## src/rtl/vga_timing_gen.sv

```systemverilog
// Parametrised raster timing generator: sync, blanking, coordinates, look-ahead pixel
// requests and line/frame start pulses, all registered from the next-state counters.
module vga_timing_gen #(
    parameter int H_FRONT = 16,
    parameter int H_SYNC  = 96,
    parameter int H_BACK  = 48,
    parameter int H_ACT   = 640,
    parameter int V_FRONT = 10,
    parameter int V_SYNC  = 2,
    parameter int V_BACK  = 33,
    parameter int V_ACT   = 480,
    parameter int HS_POL  = 0,
    parameter int VS_POL  = 0,
    parameter int LEAD    = 1,
    parameter int CW      = 11
) (
    input  logic          i_clk,
    input  logic          i_reset_n,
    input  logic          i_pix_en,
    output logic          o_hs,
    output logic          o_vs,
    output logic          o_blank_n,
    output logic [CW-1:0] o_x,
    output logic [CW-1:0] o_y,
    output logic          o_req,
    output logic [CW-1:0] o_req_x,
    output logic [CW-1:0] o_req_y,
    output logic          o_line_start,
    output logic          o_frame_start
);

    localparam int H_BLANK = H_FRONT + H_SYNC + H_BACK;
    localparam int H_TOTAL = H_BLANK + H_ACT;
    localparam int V_BLANK = V_FRONT + V_SYNC + V_BACK;
    localparam int V_TOTAL = V_BLANK + V_ACT;
    localparam int WX      = CW + 1;

    localparam logic [CW-1:0] H_LAST  = CW'(H_TOTAL - 1);
    localparam logic [CW-1:0] V_LAST  = CW'(V_TOTAL - 1);
    localparam logic [CW-1:0] ONE     = CW'(1);
    localparam logic          HS_ACT  = (HS_POL != 0);
    localparam logic          VS_ACT  = (VS_POL != 0);

    logic [CW-1:0] hCnt_q, hCnt_d;
    logic [CW-1:0] vCnt_q, vCnt_d;
    logic          hWrap, vWrap;

    logic          hs_q, hs_d;
    logic          vs_q, vs_d;
    logic          blank_q, blank_d;
    logic [CW-1:0] x_q, x_d;
    logic [CW-1:0] y_q, y_d;
    logic          req_q, req_d;
    logic [CW-1:0] reqX_q, reqX_d;
    logic [CW-1:0] reqY_q, reqY_d;
    logic          lineStart_q;
    logic          frameStart_q;

    logic [CW:0]   hExt, vExt, reqSum;
    logic          vActive;

    always_comb begin
        hCnt_d = hCnt_q;
        vCnt_d = vCnt_q;
        hWrap  = 1'b0;
        vWrap  = 1'b0;
        if (i_pix_en) begin
            if (hCnt_q == H_LAST) begin
                hCnt_d = '0;
                hWrap  = 1'b1;
                if (vCnt_q == V_LAST) begin
                    vCnt_d = '0;
                    vWrap  = 1'b1;
                end else begin
                    vCnt_d = vCnt_q + ONE;
                end
            end else begin
                hCnt_d = hCnt_q + ONE;
            end
        end
    end

    // Decode from the next-state counters so registered outputs line up with the counters.
    always_comb begin
        hExt    = {1'b0, hCnt_d};
        vExt    = {1'b0, vCnt_d};
        reqSum  = hExt + WX'(LEAD);
        vActive = (vExt >= WX'(V_BLANK));

        hs_d    = ((hExt >= WX'(H_FRONT)) && (hExt < WX'(H_FRONT + H_SYNC))) ? HS_ACT : ~HS_ACT;
        vs_d    = ((vExt >= WX'(V_FRONT)) && (vExt < WX'(V_FRONT + V_SYNC))) ? VS_ACT : ~VS_ACT;

        blank_d = (hExt >= WX'(H_BLANK)) && vActive;
        x_d     = blank_d ? (hCnt_d - CW'(H_BLANK)) : '0;
        y_d     = blank_d ? (vCnt_d - CW'(V_BLANK)) : '0;

        req_d   = (reqSum >= WX'(H_BLANK)) && (reqSum < WX'(H_TOTAL)) && vActive;
        reqX_d  = req_d ? (hCnt_d + CW'(LEAD) - CW'(H_BLANK)) : '0;
        reqY_d  = req_d ? (vCnt_d - CW'(V_BLANK)) : '0;
    end

    always_ff @(posedge i_clk) begin
        if (!i_reset_n) begin
            hCnt_q       <= '0;
            vCnt_q       <= '0;
            hs_q         <= ~HS_ACT;
            vs_q         <= ~VS_ACT;
            blank_q      <= 1'b0;
            x_q          <= '0;
            y_q          <= '0;
            req_q        <= 1'b0;
            reqX_q       <= '0;
            reqY_q       <= '0;
            lineStart_q  <= 1'b0;
            frameStart_q <= 1'b0;
        end else begin
            hCnt_q       <= hCnt_d;
            vCnt_q       <= vCnt_d;
            hs_q         <= hs_d;
            vs_q         <= vs_d;
            blank_q      <= blank_d;
            x_q          <= x_d;
            y_q          <= y_d;
            req_q        <= req_d;
            reqX_q       <= reqX_d;
            reqY_q       <= reqY_d;
            lineStart_q  <= hWrap;
            frameStart_q <= vWrap;
        end
    end

    assign o_hs          = hs_q;
    assign o_vs          = vs_q;
    assign o_blank_n     = blank_q;
    assign o_x           = x_q;
    assign o_y           = y_q;
    assign o_req         = req_q;
    assign o_req_x       = reqX_q;
    assign o_req_y       = reqY_q;
    assign o_line_start  = lineStart_q;
    assign o_frame_start = frameStart_q;

endmodule

```

## config.mk

```make
export PLATFORM = sky130hd
export DESIGN_NAME = vga_timing_gen
export DESIGN_NICKNAME = d
export VERILOG_FILES = /design/src/rtl/vga_timing_gen.sv
export SDC_FILE = /design/constraint.sdc
export NUM_CORES = 1
export LEC_CHECK = 0
export CAP_MARGIN = 20
export CORE_ASPECT_RATIO = 0.6
export CORE_UTILIZATION = 33
export DETAILED_ROUTE_END_ITERATION = 16
export PLACE_DENSITY_LB_ADDON = 0.1
export SLEW_MARGIN = 20
export SYNTH_ARGS = -nofsm -noshare
export SYNTH_HDL_FRONTEND = slang
export SYNTH_SLANG_ARGS = --single-unit
```

## constraint.sdc

```tcl
create_clock -name i_clk -period 8.9 [get_ports i_clk]
set_clock_uncertainty 0.15 [all_clocks]
set_input_delay 1.78 -clock i_clk [delete_from_list [all_inputs] [get_ports i_clk]]
set_output_delay 1.78 -clock i_clk [all_outputs]
set_load 0.05 [all_outputs]
```

Yosys cells after proc, flatten, opt, wreduce, memory -nomap -nowiden
Index checks and enable logic that the tools add are counted.
Cells by class
  equality and inequality tests: 2
  muxes and demuxes: 9
  add/sub/neg operators: 7
  multipliers: 0
  bitwise operators: 0
  order comparisons: 8
  div/mod/pow operators: 0
  shift-type cells: 0
  reductions and logical operators: 9
Operator list (number)
  11-bit two-way mux: 5
  11-bit by 1-bit adder with 11-bit output (second input constant): 3
  11-bit by 10-bit equality test with 1-bit output (second input constant): 2
  11-bit by 8-bit subtractor with 11-bit output (second input constant): 2
  11-bit by 1-bit adder with 12-bit output (second input constant): 1
  12-bit by 8-bit >= comparator with 1-bit output (second input constant): 1
  12-bit by 10-bit < comparator with 1-bit output (second input constant): 1
  11-bit by 4-bit >= comparator with 1-bit output (second input constant): 1
  11-bit by 5-bit >= comparator with 1-bit output (second input constant): 1
  11-bit by 6-bit >= comparator with 1-bit output (second input constant): 1
  11-bit by 8-bit >= comparator with 1-bit output (second input constant): 1
  11-bit by 4-bit < comparator with 1-bit output (second input constant): 1
  11-bit by 7-bit < comparator with 1-bit output (second input constant): 1
  11-bit by 6-bit subtractor with 11-bit output (second input constant): 1
  2-bit AND reduction: 3
  1-bit logical AND: 5
  1-bit two-way mux: 4
  3-bit AND reduction: 1
Storage, ports and cells
  bits in latches: 0
  bits in registers: 72
  output and inout port bits: 50
  bits of input ports: 3
  memory bits (writable): 0
  logic and storage cells: 47
  bits in read-only memories: 0
  memories kept: 0

Logic depth before layout (Yosys ltp)
Gate-level depths: netlist of the first run.
  word-level depth: 8
  mapped depth: 18
  mapped depth without buffers: 15

Worst setup path before layout of the first run
Ideal clock, no wire load.
  kind: input to register
  start point: input i_pix_en
  end point: register reqX_q[1], in the netlist o_req_x[1]
  slack: 3.742 ns
  cell stages on the path: 16
  arrival time: 4.878 ns
  path buffers: 3
  required time: 8.620 ns
  library setup time: 0.130 ns
  path through: and4_1 > buf_2 > nand3_1 > buf_2 > nand2_1 > inv_1 > ha_1 > nor4bb_1 > a22o_1 > o21ai_0 > or4b_1 > a311oi_1 > a2bb2oi_1 > nand3_2 > buf_6 > nor3b_2
Between the ends
  longest elaborated chain between the ends: 6
  elaborated cells between the ends (all ways): 11
  classes of those cells: add/sub: 3; order compare: 3; mux: 2; reduce/logical: 3
Ends and longest elaborated chain
  start: declaration: RTL line 19  | input logic i_pix_en,
  11-bit two-way mux *: RTL line 67  | if (i_pix_en) begin
  11-bit by 1-bit adder with 12-bit output *: RTL line 87  | reqSum = hExt + WX'(LEAD);
  via reqSum[0]: RTL line 59  | logic [CW:0] hExt, vExt, reqSum;
  12-bit by 8-bit >= comparator with 1-bit output / 12-bit by 10-bit < comparator with 1-bit output (equally long branches): RTL line 97  | req_d = (reqSum >= WX'(H_BLANK)) && (reqSum < WX'(H_TOTAL)) && vActive;
  1-bit logical AND * (2 in a row): RTL line 97
  2-bit AND reduction (no line) *
  end signal: assignment: RTL line 125  | reqX_q <= reqX_d;
  end: declaration: RTL line 54  | logic [CW-1:0] reqX_q, reqX_d;
The timed path passes the listed nets; every way through them passes the cells marked *.
A chain may end at the register's enable or synchronous reset.

Worst setup path after layout of the first run
  start point: input i_pix_en
  end point: register reqX_q[8], in the netlist o_req_x[8]
The elaborated chain is that of the path after synthesis.

==> results.txt, run 1 <==
CTS root buf = clkbuf_16
most common cell after layout, fill and taps aside = dfxtp_1
FF+latch count, synth = 72
HPWL Detailed = 7810 µm
Switch Pwr = 0.156 mW
Sum Neg Setup Slack = 0 ps
Worst setup startpoint = i_pix_en
Comb power frac = 3.1%
final RePlAce weighted congestion = 0.870
Pre-Repair DR Iteration Count = 11
Final Core Density = 42.9%
clock power share = 50.7%
largest net degree at the start of global routing = 26
Startpoint Class = input port
RSZ-0062 raised after global routing = false
Setup WS post-layout = 1970 ps
cell chain of the critical path = clkdlybuf4s50_1 > and4_1 > nand3_1 > nand2_1 > inv_1 > ha_1 > nor4bb_1 > a22o_1 > o21ai_0 > or4b_1 > a311oi_1 > a2bb2oi_1 > nand3_2 > a2111oi_2
Num Clock Sinks = 72
Slew @ Worst Pin = 708 ps
cell area after synthesis = 3720 µm²
Final ANT Viol Nets = 0
number of synthesized flops with an enable pin = 0
hold_buf cts = 0
Core Rows = 29
Static Leak = 1.71 nW
Max Slew Vio Count = 0
status = complete, but fails checks
Max Cap Viol = 0
die area = 11700 µm²
Port-buffer cells = 52
critical path type = input port to flip-flop
most frequent cells in the layout = dfxtp_1, nor2_1, clkdlybuf4s50_1, nor3_1, xnor2_1
clock-pin slew on the worst setup and hold paths = 60 ps
via count = 3165
Sw Ratio = 22.2%
post-CTS setup buffers = 0
CTS tree = done
Critical Path RT = 8970 ps
first-pass GRT wire length = 16500 µm
chip height = 84.3 µm
initial antenna violation count = 0
CP arrival = 7000 ps
hold_sp = vCnt_q[10]$_SDFF_PN0_
total congestion overflow = 0
number of global-route vias before repair = 2966
core area = 10800 µm²
proportion of layout cells with a drive suffix above 1 = 11.1%
synth warn = 0
Min Clock Period, post-route = 6930 ps
area grow syn2layout = 24.2%
# H-tree levels = 3
Inserted Diodes = 0
Worst path max stage delay = 900 ps
Ports = 53
vias per cell = 5.20
GRT Overall Usage = 18.5%
Synth Flop Type = dfxtp_1
CTS buffer count = 9
Die W = 139 µm
Starting Density = 34.5%
Clock Tree Buf Depth = 2
initial DRC count = 315
# resized after CTS = 0
Tot Pwr = 0.705 mW
fraction of the yosys area taken by sequential cells = 38.7%
DRC Markers = 6
setup violators final = 0
Min Hold Slack = 505 ps
Routed WL = 10400 µm
post-synth cell types = 67
Final nets = 479
asr flop ratio synth = 0%
worst-path maximum fanout = 23
Slowest-stage cell, CP = clkdlybuf4s50_1
worst r2r src = hCnt_q[0]$_SDFF_PN0_
Final Hold Viols = 0
Setup crit end kind = flip-flop
sequential power share = 46.2%
Avg Inst Size Synth = 8.82 µm²
Clk Latency, worst-skew pair = 340 ps
period utilization = 77.8%
pwr/cell area = 152 nW/µm²
internal power = 0.548 mW
Relative slew margins = 52.3%
FMAX = 144 MHz
failing checks = design-rule violations
Place WS = 1680 ps
worst hold path type = flip-flop to flip-flop
Syn Nets = 436
drt wl/cell = 17.0 µm
post-synthesis cell count = 422
VDD IR-drop max = 0.0000955 V
==> cell usage after synthesis, types with 3 or more instances <==
| library cell | n | area share (%) |
|---|---|---|
| clkbuf_1 | 7 | 0.71 |
| xor2_1 | 14 | 3.3 |
| xnor2_1 | 21 | 4.9 |
| nor3_1 | 22 | 3.0 |
| inv_1 | 17 | 1.7 |
| nand4_1 | 15 | 2.5 |
| nor4bb_1 | 3 | 0.81 |
| buf_6 | 4 | 1.2 |
| a31oi_1 | 7 | 1.2 |
| nor4b_1 | 3 | 0.71 |
| and2_1 | 10 | 1.7 |
| ha_1 | 11 | 3.7 |
| and4_1 | 3 | 0.71 |
| nor3_2 | 17 | 4.6 |
| buf_2 | 12 | 1.6 |
| o21ai_0 | 10 | 1.3 |
| nand2_1 | 20 | 2.0 |
| nor4_1 | 3 | 0.50 |
| o21a_1 | 3 | 0.60 |
| nor2_1 | 63 | 6.4 |
| a21oi_1 | 13 | 1.7 |
| o31ai_1 | 4 | 0.81 |
| nand3_1 | 9 | 1.2 |
| a22oi_1 | 3 | 0.60 |
| dfxtp_1 | 72 | 39 |
| and3_1 | 4 | 0.67 |
==> worst paths after layout <==
| path | cells after the start | slack, ps | endpoint |
|---|---|---|---|
| setup reg to reg | 14 | 3150 | o_req_x[8]$_SDFF_PN0_ |
| hold reg to reg | 2 | 510 | vCnt_q[10]$_SDFF_PN0_ |
| setup / recovery | 14 | 1970 | o_req_x[8]$_SDFF_PN0_ |
| hold / removal | 2 | 510 | vCnt_q[10]$_SDFF_PN0_ |
==> sequential cells by signal, summed over array words and instances, names as in the netlist <==
signal,cells
o_hs,1
hCnt_q,11
o_x,11
o_vs,1
o_req_y,11
o_req_x,11
o_frame_start,1
o_line_start,1
vCnt_q,11
o_blank_n,1
o_req,1
o_y,11
==> cells by family after synthesis <==
group	count (synthesis)	share of synthesized area (%)
AOI/OAI and AO/OA	69	13.8
xor gates and xnor gates	35	8.24
buffers and inverters	44	5.85
adders and majority gates	11	3.70
and+or+nand+nor	188	28.8
muxes	3	0.840
DFF	72	38.7
==> final cells by class <==
class,instances,area [µm²]
clock buffers,10,229
fillers,1069,6150
multi-input cells,306,2080
repair buffers,58,566
clock inverters,6,67.6
inverters,18,67.6
flip-flops and latches,72,1440
well taps,139,174
==> metal layers <==
metal,routed length [µm],part of all wire [%],GRT usage [%],vias up
met5,0,0,0,-
met4,117,1.1,5.96,0
met2,3380,33,21.4,128
li1,-,-,-,1584
met3,739,7.1,4.51,12
met1,6120,59,30.7,1441
==> power by group through the flow <==
stage               registers (mW)  clock network [mW]  logic, mW
global route                 0.326               0.379     0.0231
global placement             0.333                   0     0.0213
detailed placement           0.333                   0     0.0206
CTS                          0.326               0.367     0.0208
floorplan                    0.331                   0     0.0149
finish                       0.326               0.357     0.0215
==> stage by stage <==
stage          cells  instance area, µm²
6_report         609                4620
5_1_grt          609                4620
4_1_cts          609                4620
3_5_place_dp     593                4330
3_3_place_gp     593                4330
2_1_floorplan    422                3720
==> critical path, delay by kind of cell <==
kind | cells | cell delay [ps]
buffers and inverters | 2 | 1020
AND/OR/NAND/NOR | 6 | 2300
adder cells (fa/ha/maj) | 1 | 260
AO/OA/AOI/OAI | 5 | 1620
(Power assumes the default switching activity.)
==> inputs of run 2 (changes only) <==
Clock period 8.9 ns to 5.6 ns, I/O delays scaled along.
==> run 2 against run 1 <==
Net effect: the run still ends with design-rule violations left; sequential power grew 59%; non-clock buffer count is 12 higher; utilization is 0.74 points higher; clock power up 53%; final cell count increased by 2.0%; routed wire length is 0.90% higher; first-iteration DRC count rose by 12%; total power is 56% higher; hold slack got worse by 25 ps.
==> results.txt, run 2 (synthesis gave the netlist of run 1 again) <==
status = complete, but fails checks (unchanged)
failing checks = design-rule violations (unchanged)
Final Hold Viols = 0 (unchanged)
most frequent cells in the layout = dfxtp_1, nor2_1, clkdlybuf4s50_1, nor3_1, xnor2_1 (unchanged)
drt wl/cell = 16.8 µm (was 17.0 µm)
CTS root buf = clkbuf_16 (unchanged)
Routed WL = 10500 µm (was 10400 µm)
internal power = 0.835 mW (was 0.548 mW)
Startpoint Class = input port (unchanged)
Final ANT Viol Nets = 0 (unchanged)
chip height = 84.3 µm (unchanged)
Max Slew Vio Count = 0 (unchanged)
pwr/cell area = 234 nW/µm² (was 152 nW/µm²)
DRC Markers = 6 (unchanged)
cell class contributing the biggest share of worst-path delay = simple AND/OR/NAND/NOR gates (unchanged)
Setup crit end kind = flip-flop (unchanged)
Min Hold Slack = 480 ps (was 505 ps)
Max Cap Viol = 0 (unchanged)
initial DRC count = 353 (was 315)
hold_buf cts = 0 (unchanged)
Num Clock Sinks = 72 (unchanged)
via count = 3226 (was 3165)
most used cell along the critical path = buf_4
worst hold path type = flip-flop to flip-flop (unchanged)
HPWL Detailed = 7940 µm (was 7810 µm)
CTS tree = done (unchanged)
total congestion overflow = 0 (unchanged)
Slew @ Worst Pin = 1140 ps (was 708 ps)
Pre-Repair DR Iteration Count = 11 (unchanged)
proportion of layout cells with a drive suffix above 1 = 13.5% (was 11.1%)
vias per cell = 5.19 (was 5.20)
Die W = 139 µm (unchanged)
area grow syn2layout = 26.4% (was 24.2%)
worst-path maximum fanout = 13 (was 23)
most common cell after layout, fill and taps aside = dfxtp_1 (unchanged)
clock-pin slew on the worst setup and hold paths = 60 ps (about the same)
Buf/Inv on CP = 4 (was 2)
Clock Tree Buf Depth = 2 (unchanged)
# resized after CTS = 0 (unchanged)
CP arrival = 4780 ps (was 7000 ps)
critical path type = input port to flip-flop (unchanged)
die area = 11700 µm² (unchanged)
cell chain of the critical path = clkdlybuf4s50_1 > and4_1 > nand3_1 > nand2_1 > inv_1 > ha_1 > nor4bb_1 > a22o_1 > o21ai_0 > buf_4 > or4b_1 > a311oi_1 > a2bb2oi_1 > nand3_2 > buf_4 > nor3_2 (was clkdlybuf4s50_1 > and4_1 > nand3_1 > nand2_1 > inv_1 > ha_1 > nor4bb_1 > a22o_1 > o21ai_0 > or4b_1 > a311oi_1 > a2bb2oi_1 > nand3_2 > a2111oi_2)
sequential power share = 47.1% (was 46.2%)
VDD IR-drop max = 0.000186 V (was 0.0000955 V)
CTS buffer count = 9 (unchanged)
Final nets = 491 (was 479)
Clk Latency, worst-skew pair = 330 ps (was 340 ps)
Worst path max stage delay = 580 ps (was 900 ps)
Port-buffer cells = 52 (unchanged)
Static Leak = 1.76 nW (was 1.71 nW)
Min Clock Period, post-route = 4720 ps
Switch Pwr = 0.264 mW (was 0.156 mW)
Inserted Diodes = 0 (unchanged)
largest net degree at the start of global routing = 25 (was 26)
Starting Density = 34.5% (unchanged)
first-pass GRT wire length = 16500 µm (about the same)
Slowest-stage cell, CP = or4b_1 (was clkdlybuf4s50_1)
FMAX = 212 MHz
core area = 10800 µm² (unchanged)
Core Rows = 29 (unchanged)
setup violators final = 0 (unchanged)
Relative slew margins = 23.7% (was 52.3%)
Critical Path RT = 5660 ps (was 8970 ps)
Sw Ratio = 24.1% (was 22.2%)
RSZ-0062 raised after global routing = false (unchanged)
post-CTS setup buffers = 0 (unchanged)
period utilization = 84.2%
# H-tree levels = 3 (unchanged)
number of global-route vias before repair = 2884 (was 2966)
initial antenna violation count = 0 (unchanged)
Comb power frac = 3.2% (was 3.1%)
GRT Overall Usage = 18.4% (was 18.5%)
final RePlAce weighted congestion = 0.877 (was 0.870)
clock power share = 49.7% (was 50.7%)
Ports = 53 (unchanged)
Sum Neg Setup Slack = 0 ps (unchanged)
Tot Pwr = 1.10 mW (was 0.705 mW)
run 2: cell type report:
class                      count  area (µm²)
timing repair buffer          70         656
sequential                    72        1440
multi-input combinational    306        2080
clock buffer                   9         225
tap                          139         174
inverter                      18        67.6
fill                        1062        6070
clock inverter                 7        61.3
run 2: worst paths after layout:
check        cells past startpoint               endpoint                   from  slack [ps]
max                             16  o_req_x[6]$_SDFF_PN0_               i_pix_en         880
min                              2  vCnt_q[10]$_SDFF_PN0_  vCnt_q[10]$_SDFF_PN0_         480
max reg2reg                     15  o_req_x[6]$_SDFF_PN0_   hCnt_q[0]$_SDFF_PN0_        1100
min reg2reg                      2  vCnt_q[10]$_SDFF_PN0_  vCnt_q[10]$_SDFF_PN0_         480
run 2: layer usage:
layer	global-route usage (%)	part of all wire, %	routed length, µm	up-vias
li1	-	-	-	1618
met1	31.1	58	6040	1470
met2	22.0	34	3520	133
met3	4.68	8.2	855	5
met4	3.13	0.38	40	0
met5	0	0	0	-
run 2: tightest hold or removal path: cells and delay by family, from the launching register on:
family           cells  cell delay, ps
AND/OR/NAND/NOR      1             100
flip-flops           1             350
XOR/XNOR             1             140
run 2: power groups by stage:
stage                     clock network, mW  registers (mW)  logic [mW]
after floorplan                           0           0.526      0.0236
after detailed placement                  0           0.529      0.0344
after global routing                  0.583           0.518      0.0381
after CTS                             0.563           0.518      0.0347
final                                 0.546           0.518      0.0355
after global placement                    0           0.529      0.0347
run 2: per-stage QoR:
stage          util [%]  setup WS [ps]  cell area, µm²  std cells
5_1_grt            43.6            680            4700        621
6_report           43.6            883            4700        621
4_1_cts            43.6            940            4700        621
3_5_place_dp       41.0            605            4420        605
2_1_floorplan         -           1100            3720        422
3_3_place_gp       41.0            695            4420        605
==> inputs of run 3 (changes only) <==
Clock period 5.6 ns to 4.15 ns, I/O delays scaled along.
==> run 3 against run 2 <==
Net effect: total power is 37% higher; cell area is 4.8% higher; global-route usage is 1.6 points higher; utilization is 2.1 points higher; non-clock buffer count is 26 higher; first-iteration DRC count is 25% lower; via count is 3.9% higher; the flow still finishes with violations (design-rule violations); routed wire length is 6.3% higher; clock-buffer cell count stayed put.
==> results.txt, run 3 (synthesis gave the netlist of run 1 again) <==
status = complete, but fails checks (unchanged)
failing checks = design-rule violations (unchanged)
area grow syn2layout = 32.4% (was 26.4%)
final RePlAce weighted congestion = 0.911 (was 0.877)
Min Clock Period, post-route = 3920 ps
total congestion overflow = 0 (unchanged)
Critical Path RT = 4260 ps (was 5660 ps)
# resized after CTS = 0 (unchanged)
fillers = 1045 (was 1062)
Routed WL = 11100 µm (was 10500 µm)
Max Slew Vio Count = 0 (unchanged)
first-pass GRT wire length = 18000 µm (was 16500 µm)
Inserted Diodes = 0 (unchanged)
Worst setup startpoint = i_pix_en (unchanged)
worst r2r src = hCnt_q[9]$_SDFF_PN0_ (was hCnt_q[0]$_SDFF_PN0_)
Final ANT Viol Nets = 0 (unchanged)
largest net degree at the start of global routing = 25 (unchanged)
chip height = 84.3 µm (unchanged)
CTS root buf = clkbuf_16 (unchanged)
CP arrival = 4030 ps (was 4780 ps)
initial DRC count = 264 (was 353)
DRC Markers = 10 (was 6)
CTS tree = done (unchanged)
Slew @ Worst Pin = 570 ps (was 1140 ps)
setup violators final = 0 (unchanged)
most frequent cells in the layout = dfxtp_1, nor2_1, clkdlybuf4s50_1, buf_4, nor3_1 (was dfxtp_1, nor2_1, clkdlybuf4s50_1, nor3_1, xnor2_1)
number of global-route vias before repair = 3109 (was 2884)
Final nets = 517 (was 491)
die area = 11700 µm² (unchanged)
Place WS = -58.6 ps (was 605 ps)
worst-path maximum fanout = 18 (was 13)
# H-tree levels = 3 (unchanged)
hold_buf cts = 0 (unchanged)
FMAX = 255 MHz
GRT Overall Usage = 20.1% (was 18.4%)
drt wl/cell = 17.2 µm (was 16.8 µm)
period utilization = 94.4%
hold_sp = vCnt_q[10]$_SDFF_PN0_ (unchanged)
RSZ-0062 raised after global routing = false (unchanged)
critical path type = input port to flip-flop (unchanged)
Clock Tree Buf Depth = 2 (unchanged)
HPWL Detailed = 8680 µm (was 7940 µm)
Pre-Repair DR Iteration Count = 11 (unchanged)
VDD IR-drop max = 0.000218 V (was 0.000186 V)
via count = 3353 (was 3226)
Static Leak = 1.89 nW (was 1.76 nW)
CTS buffer count = 9 (unchanged)
Final Hold Viols = 0 (unchanged)
proportion of layout cells with a drive suffix above 1 = 18.1% (was 13.5%)
Max Cap Viol = 0 (unchanged)
Port-buffer cells = 52 (unchanged)
most common cell after layout, fill and taps aside = dfxtp_1 (unchanged)
placed cell area = 4640 µm² (was 4420 µm²)
Starting Density = 34.5% (unchanged)
Final Core Density = 45.7% (was 43.6%)
fin cells = 647 (was 621)
clock-pin slew on the worst setup and hold paths = 60 ps (about the same)
core area = 10800 µm² (unchanged)
Ports = 53 (unchanged)
Relative slew margins = 61.9% (was 23.7%)
worst hold path type = flip-flop to flip-flop (unchanged)
Num Clock Sinks = 72 (unchanged)
Core Rows = 29 (unchanged)
Setup WS post-layout = 230 ps (was 883 ps)
Final Cell Area = 4930 µm² (was 4700 µm²)
Clk Latency, worst-skew pair = 340 ps (was 330 ps)
vias per cell = 5.18 (was 5.19)
Die W = 139 µm (unchanged)
number of placed cells counting well taps = 631 (was 605)
post-CTS setup buffers = 0 (unchanged)
Setup crit end kind = flip-flop (unchanged)
pwr/cell area = 305 nW/µm² (was 234 nW/µm²)
initial antenna violation count = 0 (unchanged)
Startpoint Class = input port (unchanged)
[run 3: cell types whose count changed in the layout (fill, tap and decap cells not counted), sizes merged]
| cell | change |
|---|---|
| buf | +26 |
| clkinv | -1 |
| clkinvlp | +1 |
[run 3: layout make-up]
class                   instances  area, µm²  share of cell area, %
flip-flops and latches         72       1440                   29.2
well taps                     139        174                   3.53
clock buffers                   9        225                   4.57
clock inverters                 7       60.1                   1.22
multi-input cells             306       2080                   42.3
repair buffers                 96        876                   17.8
inverters                      18       67.6                   1.37
[run 3: where the power goes]
part           total, mW  internal, mW  leakage (nW)  switching (mW)
Combinational     0.0605        0.0267          1.18          0.0338
Clock              0.742         0.415         0.131           0.327
Sequential         0.699         0.693         0.580         0.00594
Total               1.50          1.13          1.89           0.367
[run 3: final timing paths]
check                                end  slack (ps)  depth (start not counted)
hold reg to reg    vCnt_q[10]$_SDFF_PN0_         460                          2
setup / recovery  o_req_y[10]$_SDFF_PN0_         230                         14
setup reg to reg  o_req_y[10]$_SDFF_PN0_         420                         14
hold / removal     vCnt_q[10]$_SDFF_PN0_         460                          2
[run 3: critical path, stage by stage]
cell	delay [ps]
clkdlybuf4s50_1	470
buf_4	130
mux2_2	320
and2_1	170
ha_1	190
nor4bb_2	170
a22oi_1	270
a211o_1	200
nand3_1	160
nor4_1	430
o21a_1	230
a211oi_4	80
buf_12	190
nor3_1	170
[run 3: stage by stage]
stage | setup TNS, ps | power [mW] | hold WS, ps
2_1_floorplan | 0 | 0.742 | 384
3_3_place_gp | -203 | 0.774 | 447
3_5_place_dp | -934 | 0.774 | 453
4_1_cts | 0 | 1.52 | 467
5_1_grt | 0 | 1.57 | 531
6_report | 0 | 1.50 | 463
[run 3: routing by layer]
| metal | wire length [µm] | track usage (%) | share of wire (%) | vias up |
|---|---|---|---|---|
| li1 | - | - | - | 1657 |
| met1 | 6310 | 32.5 | 57 | 1551 |
| met2 | 3600 | 23.0 | 32 | 136 |
| met3 | 1090 | 7.36 | 9.8 | 9 |
| met4 | 104 | 5.35 | 0.94 | 0 |
| met5 | 0 | 0 | 0 | - |
